==> config.mk <==
export PLATFORM = sky130hd
export DESIGN_NAME = codec_i2c_sequencer
export DESIGN_NICKNAME = d
export VERILOG_FILES = /design/src/rtl/codec_i2c_sequencer.sv
export SDC_FILE = /design/constraint.sdc
export NUM_CORES = 1
export LEC_CHECK = 0
export BUFFER_PORTS_ARGS = -buffer_cell sky130_fd_sc_hd__buf_2
export CELL_PAD_IN_SITES_DETAIL_PLACEMENT = 1
export CELL_PAD_IN_SITES_GLOBAL_PLACEMENT = 2
export CORE_MARGIN = 2
export CORE_UTILIZATION = 32
export CTS_BUF_LIST = sky130_fd_sc_hd__clkbuf_16
export DETAILED_ROUTE_END_ITERATION = 12
export PLACE_DENSITY_LB_ADDON = 0.1
export SLEW_MARGIN = 20
export SYNTH_ARGS = -nofsm -noshare
export SYNTH_HDL_FRONTEND = slang
export SYNTH_SLANG_ARGS = --single-unit
export TNS_END_PERCENT = 100
==> constraint.sdc <==
create_clock -name Clk -period 2.64 [get_ports Clk]
set_input_delay 0 -clock Clk [delete_from_list [all_inputs] [get_ports Clk]]
set_output_delay 0 -clock Clk [all_outputs]
set_load 0.05 [all_outputs]
==> src/rtl/codec_i2c_sequencer.sv <==
// Boot-time codec configurator: walks a register table and issues 16-bit-address /
// 16-bit-data I2C writes, owning the pads while busy and passing the SoC master through otherwise.
module codec_i2c_sequencer #(
  parameter int         CLK_HZ     = 50_000_000,
  parameter int         I2C_HZ     = 100_000,
  parameter logic [6:0] DEV_ADDR   = 7'h0A,
  parameter int         NUM_WRITES = 8
) (
  input  logic        Clk,
  input  logic        Reset,
  input  logic        start,
  output logic [3:0]  tbl_index,
  input  logic [15:0] tbl_reg_addr,
  input  logic [15:0] tbl_reg_data,
  output logic        busy,
  output logic        done,
  output logic        nack_err,
  output logic [3:0]  err_index,
  input  logic        soc_sda_oe,
  input  logic        soc_scl_oe,
  input  logic        i2c_sda_in,
  input  logic        i2c_scl_in,
  output logic        i2c_sda_oe,
  output logic        i2c_scl_oe
);

  localparam int              DIV        = CLK_HZ / (4 * I2C_HZ);
  localparam int              CW         = $clog2(DIV + 1);
  localparam logic [CW-1:0]   DIV_LAST   = CW'(DIV - 1);
  localparam logic [3:0]      LAST_ENTRY = 4'(NUM_WRITES - 1);

  typedef enum logic [2:0] {IDLE, START, BYTE, ACK, STOP, GAP, FIN} state_t;

  state_t        state, state_n;
  logic [1:0]    quarter, quarter_n;
  logic [2:0]    bit_cnt, bit_cnt_n;
  logic [2:0]    byte_cnt, byte_cnt_n;
  logic [CW-1:0] div_cnt, div_cnt_n;
  logic [7:0]    shreg, shreg_n;
  logic          nacked, nacked_n;
  logic [3:0]    tbl_index_n, err_index_n;
  logic          busy_n, done_n, nack_err_n;
  logic          sda_oe_n, scl_oe_n;
  logic          freeze, tick;
  logic [2:0]    load_idx;
  logic [7:0]    load_byte;

  // A slave holding SCL low during the high phase stretches the clock.
  assign freeze = ((state == BYTE) || (state == ACK)) && (quarter == 2'd2) && !i2c_scl_in;
  assign tick   = (div_cnt == DIV_LAST) && !freeze;

  always_comb begin
    load_idx = (state == ACK) ? byte_cnt + 3'd1 : 3'd0;
    case (load_idx)
      3'd0:    load_byte = {DEV_ADDR, 1'b0};
      3'd1:    load_byte = tbl_reg_addr[15:8];
      3'd2:    load_byte = tbl_reg_addr[7:0];
      3'd3:    load_byte = tbl_reg_data[15:8];
      default: load_byte = tbl_reg_data[7:0];
    endcase
  end

  always_comb begin
    state_n     = state;
    quarter_n   = quarter;
    bit_cnt_n   = bit_cnt;
    byte_cnt_n  = byte_cnt;
    div_cnt_n   = div_cnt;
    shreg_n     = shreg;
    nacked_n    = nacked;
    tbl_index_n = tbl_index;
    err_index_n = err_index;
    busy_n      = busy;
    done_n      = done;
    nack_err_n  = nack_err;
    case (state)
      IDLE: begin
        if (start) begin
          state_n     = START;
          quarter_n   = 2'd0;
          div_cnt_n   = '0;
          byte_cnt_n  = 3'd0;
          tbl_index_n = 4'd0;
          nacked_n    = 1'b0;
          busy_n      = 1'b1;
          done_n      = 1'b0;
          nack_err_n  = 1'b0;
        end
      end
      FIN: state_n = IDLE;
      default: begin
        if (!freeze) div_cnt_n = tick ? '0 : div_cnt + 1'b1;
        if (tick) begin
          quarter_n = quarter + 2'd1;
          if ((state == ACK) && (quarter == 2'd2) && i2c_sda_in) nacked_n = 1'b1;
          if (quarter == 2'd3) begin
            case (state)
              START: begin
                state_n   = BYTE;
                bit_cnt_n = 3'd0;
                shreg_n   = load_byte;
              end
              BYTE: begin
                if (bit_cnt == 3'd7) begin
                  state_n = ACK;
                end else begin
                  bit_cnt_n = bit_cnt + 3'd1;
                  shreg_n   = {shreg[6:0], 1'b0};
                end
              end
              ACK: begin
                if (nacked || (byte_cnt == 3'd4)) begin
                  state_n = STOP;
                end else begin
                  state_n    = BYTE;
                  byte_cnt_n = byte_cnt + 3'd1;
                  bit_cnt_n  = 3'd0;
                  shreg_n    = load_byte;
                end
              end
              STOP: begin
                if (nacked) begin
                  state_n     = FIN;
                  busy_n      = 1'b0;
                  nack_err_n  = 1'b1;
                  err_index_n = tbl_index;
                end else if (tbl_index == LAST_ENTRY) begin
                  state_n = FIN;
                  busy_n  = 1'b0;
                  done_n  = 1'b1;
                end else begin
                  state_n = GAP;
                end
              end
              GAP: begin
                state_n     = START;
                tbl_index_n = tbl_index + 4'd1;
                byte_cnt_n  = 3'd0;
                nacked_n    = 1'b0;
              end
              default: ;
            endcase
          end
        end
      end
    endcase
  end

  // Pad drive is derived from the position being entered so it lines up with the state register.
  always_comb begin
    sda_oe_n = 1'b0;
    scl_oe_n = 1'b0;
    case (state_n)
      START: begin
        sda_oe_n = (quarter_n != 2'd0);
        scl_oe_n = (quarter_n == 2'd3);
      end
      BYTE: begin
        sda_oe_n = ~shreg_n[7];
        scl_oe_n = ~quarter_n[1];
      end
      ACK:  scl_oe_n = ~quarter_n[1];
      STOP: begin
        sda_oe_n = (quarter_n != 2'd3);
        scl_oe_n = (quarter_n == 2'd0);
      end
      GAP: ;
      default: begin
        sda_oe_n = soc_sda_oe;
        scl_oe_n = soc_scl_oe;
      end
    endcase
  end

  always_ff @(posedge Clk) begin
    if (Reset) begin
      state      <= IDLE;
      quarter    <= 2'd0;
      bit_cnt    <= 3'd0;
      byte_cnt   <= 3'd0;
      div_cnt    <= '0;
      shreg      <= 8'd0;
      nacked     <= 1'b0;
      tbl_index  <= 4'd0;
      err_index  <= 4'd0;
      busy       <= 1'b0;
      done       <= 1'b0;
      nack_err   <= 1'b0;
      i2c_sda_oe <= 1'b0;
      i2c_scl_oe <= 1'b0;
    end else begin
      state      <= state_n;
      quarter    <= quarter_n;
      bit_cnt    <= bit_cnt_n;
      byte_cnt   <= byte_cnt_n;
      div_cnt    <= div_cnt_n;
      shreg      <= shreg_n;
      nacked     <= nacked_n;
      tbl_index  <= tbl_index_n;
      err_index  <= err_index_n;
      busy       <= busy_n;
      done       <= done_n;
      nack_err   <= nack_err_n;
      i2c_sda_oe <= sda_oe_n;
      i2c_scl_oe <= scl_oe_n;
    end
  end

endmodule
==> metrics <==
CP bufs+invs 1; cts bufs inserted 5; Starting Density approximately 33%; LEAKAGE 1.224 nW; Mapped Nets 372; Final setup viols 0; DRT Pass-1 Iters 4; fin crit share approximately 93%; Worst EP arrival between 2 and 3 ns; register area share after synthesis 30.71%; flop2flop setup slack 0.18 ns; YS warnings 0; fraction of layout cells with a size suffix above 1 26.36%; root buffer cell clkbuf_16; Slowest-stage cell, CP dfxtp_1; final worst slack 0.1824 ns; Pint ~0.0011 W; vias per cell ~5.4; clock buffer depth 2; RSZ-0062 raised after global routing false; num rows 32; number of diodes 0; final hold violations 0; Buffers on Ports 51; # clock sinks 40; Pwr per Cell Area around 460 mW/mm2; relative slew slack a little under two thirds; worst slew pin tran between 0.5 and 0.6 ns; power share of the combinational group 11.2%; Mapped Avg Cell Area between 8 and 9 um2; first-pass GRT wire length approximately 14000 um; gate count after technology mapping around 320; Unique masters post-synth 64; grt total ovfl 0; Post-synth top flop dfxtp_1; Hold Startpoint soc_scl_oe; DR DRC count 0; Post-CTS Setup Repair Bufs 0; clk_lat worst skew 0.28 ns; Die H 94.27 um; Post-synth ARST share 0%; max cap viols 0; CP startpoint kind register; Mapped Area between 0.002 and 0.003 mm2; Clk pwr share a little under half; final max-slew violation count 0; Final #Nets approximately 430; 1st-iter DRT viols between 90 and 100; vias in the first global route approximately 2700; clock slew at reported path FFs roughly 0.060 ns; Core ar. between 0.007 and 0.008 mm2; switching component of the power 0.0003626 W; # IOs 52; All-Layer GR Usage around a fifth; Crit Path Max Fanout 6; Final ANT Viol Nets 0; Setup CP Type register to register; min cycle time layout 2.458 ns; Worst Path Required 2.84 ns; die area approximately 0.0089 mm2; share of power burned in registers a little over two fifths; Worst setup EP type register; Final GP Congestion 0.8341; drt total wl between 8000 and 9000 um; hold crit path type input pin to register; critical path's largest stage delay ~0.38 ns; Setup TNS Final 0 ns; initial antenna violation count 0; Die Width 94.27 um; status finished clean; critical-path cell list inv_1, ha_1, and4bb_4, nor3_4, a21oi_1, or2_4, a2111oi_2, o32ai_1, a221oi_2; via count approximately 2600; Post-synth EDFFs 0; VDD IR-drop max roughly 0.19 mV; FMAX around 0.41 GHz; Filler cells between 900 and 1000; H-tree levels 2; Worst Skew approximately 0.0068 ns; switching share of power between 20% and 30%; cell family with most CP delay compound AO/OA/AOI/OAI gates; FF-to-FF Start quarter[0]; largest net degree at the start of global routing 31; flops & latches, synth 40; worst slack at placement about 0.17 ns; WL per Instance approximately 17 um; TritonCTS clock tree done; critical path launch point quarter[0]; P&R area growth vs syn 23.80%; half-perimeter wire length after placement between 6000 and 7000 um
[cells in the mapped netlist, types with 3 or more instances]
cell | number | share of area (%)
a22oi_1 | 5 | 1.4
nand4_1 | 4 | 0.96
nor2b_1 | 7 | 1.7
nor4_1 | 4 | 0.96
nor3b_1 | 3 | 0.86
nand2_1 | 34 | 4.9
ha_1 | 9 | 4.3
xnor2_1 | 6 | 2.0
xor2_1 | 3 | 1.0
a21oi_1 | 28 | 5.4
clkbuf_1 | 9 | 1.3
dfxtp_1 | 40 | 31
nand2b_1 | 3 | 0.72
o211ai_1 | 3 | 0.86
nor2_1 | 36 | 5.2
a311oi_1 | 4 | 1.3
o221ai_1 | 3 | 1.0
nand3_1 | 18 | 3.5
o21ai_0 | 12 | 2.3
a21o_1 | 6 | 1.7
inv_1 | 11 | 1.6
mux2_2 | 7 | 3.0
a31oi_1 | 6 | 1.4
a211oi_1 | 3 | 0.86
buf_2 | 4 | 0.77
nor3_1 | 8 | 1.5
[timing repair]
item                                   4_1_cts  5_1_grt
hold buffers                                 1        0
endpoints found under the hold margin        1        0
resized for setup                            0        1
setup endpoints to repair                    0        1
[cell families after synthesis]
group                    after synthesis  synth area share (%)
AND/OR/NAND/NOR                      137                 27.83
buffers and inverters                 26                 4.510
flip-flops                            40                 30.71
XOR/XNOR                               9                 3.023
adder cells (fa/ha/maj)                9                 4.319
multiplexers                           9                 3.791
AO/OA/AOI/OAI                         94                 25.82
[area by class of cell]
| class | instances | area, um2 | share of cell area (%) |
|---|---|---|---|
| repair buffers | 70 | 400.4 | 12.40 |
| flip-flops and latches | 40 | 802.0 | 24.84 |
| inverters | 11 | 41.29 | 1.279 |
| multi-input cells | 258 | 1689 | 52.33 |
| clock buffers | 5 | 125.1 | 3.876 |
| well taps | 102 | 127.6 | 3.953 |
| clock inverters | 3 | 42.54 | 1.318 |
[power groups by stage]
stage / clock [W] / combinational, W / sequential [W]
2_1_floorplan: 0 / 0.0000898 / 0.000641
3_3_place_gp: 0 / 0.000168 / 0.000634
3_5_place_dp: 0 / 0.000168 / 0.000635
4_1_cts: 0.000720 / 0.000170 / 0.000620
5_1_grt: 0.000748 / 0.000186 / 0.000622
6_report: 0.000702 / 0.000168 / 0.000620
[routing by layer]
metal	global-route usage [%]	part of all wire (%)	vias up
met2	31.79	45	36
met3	3.130	2.9	8
met4	6.522	1.4	0
met5	0	0	-
li1	-	-	1318
met1	27.87	51	1285
[per-stage QoR]
| stage | std cells | hold WS, ns | power [W] | utilization [%] | area (um2) |
|---|---|---|---|---|---|
| after floorplan | 324 | 0.1468 | 0.0007307 | - | 2608 |
| after global placement | 480 | 0.2656 | 0.0008021 | 39.05 | 3049 |
| after detailed placement | 480 | 0.2630 | 0.0008021 | 39.05 | 3049 |
| after CTS | 489 | 0.001457 | 0.001510 | 41.33 | 3227 |
| after global routing | 489 | 0.05280 | 0.001556 | 41.35 | 3228 |
| final | 489 | 0.001869 | 0.001490 | 41.35 | 3228 |
[cell usage in the layout (no fill, tap or decap), types with 7 or more instances in the layout]
cell / Yosys / final
ha_1: 9 / 9
nor2_1: 36 / 36
buf_2: 4 / 51
o21ai_0: 12 / 12
dfxtp_1: 40 / 39
inv_1: 11 / 11
a21oi_1: 28 / 28
nor3_1: 8 / 8
nand3_1: 18 / 18
nor2b_1: 7 / 7
mux2_2: 7 / 7
buf_4: 0 / 18
nand2_1: 34 / 34
[sequential cells by signal (all words and copies together) (netlist names), 2 cells and up]
name,count
tbl_index,4
state,3
quarter,2
div_cnt,7
shreg,8
err_index,4
byte_cnt,3
bit_cnt,3
[tightest hold or removal path: cells and delay by family]
kind	cells	cell delay [ns]
buffers and inverters	1	0.08
AOI/OAI and AO/OA	2	0.17
[path summary, 6_finish.rpt]
check,cells after the start,to
worst min register to register,2,err_index[2]
worst max register to register,9,i2c_sda_oe
worst min-delay path,3,i2c_scl_oe
worst max-delay path,9,i2c_sda_oe
(Power assumes the default switching activity.)
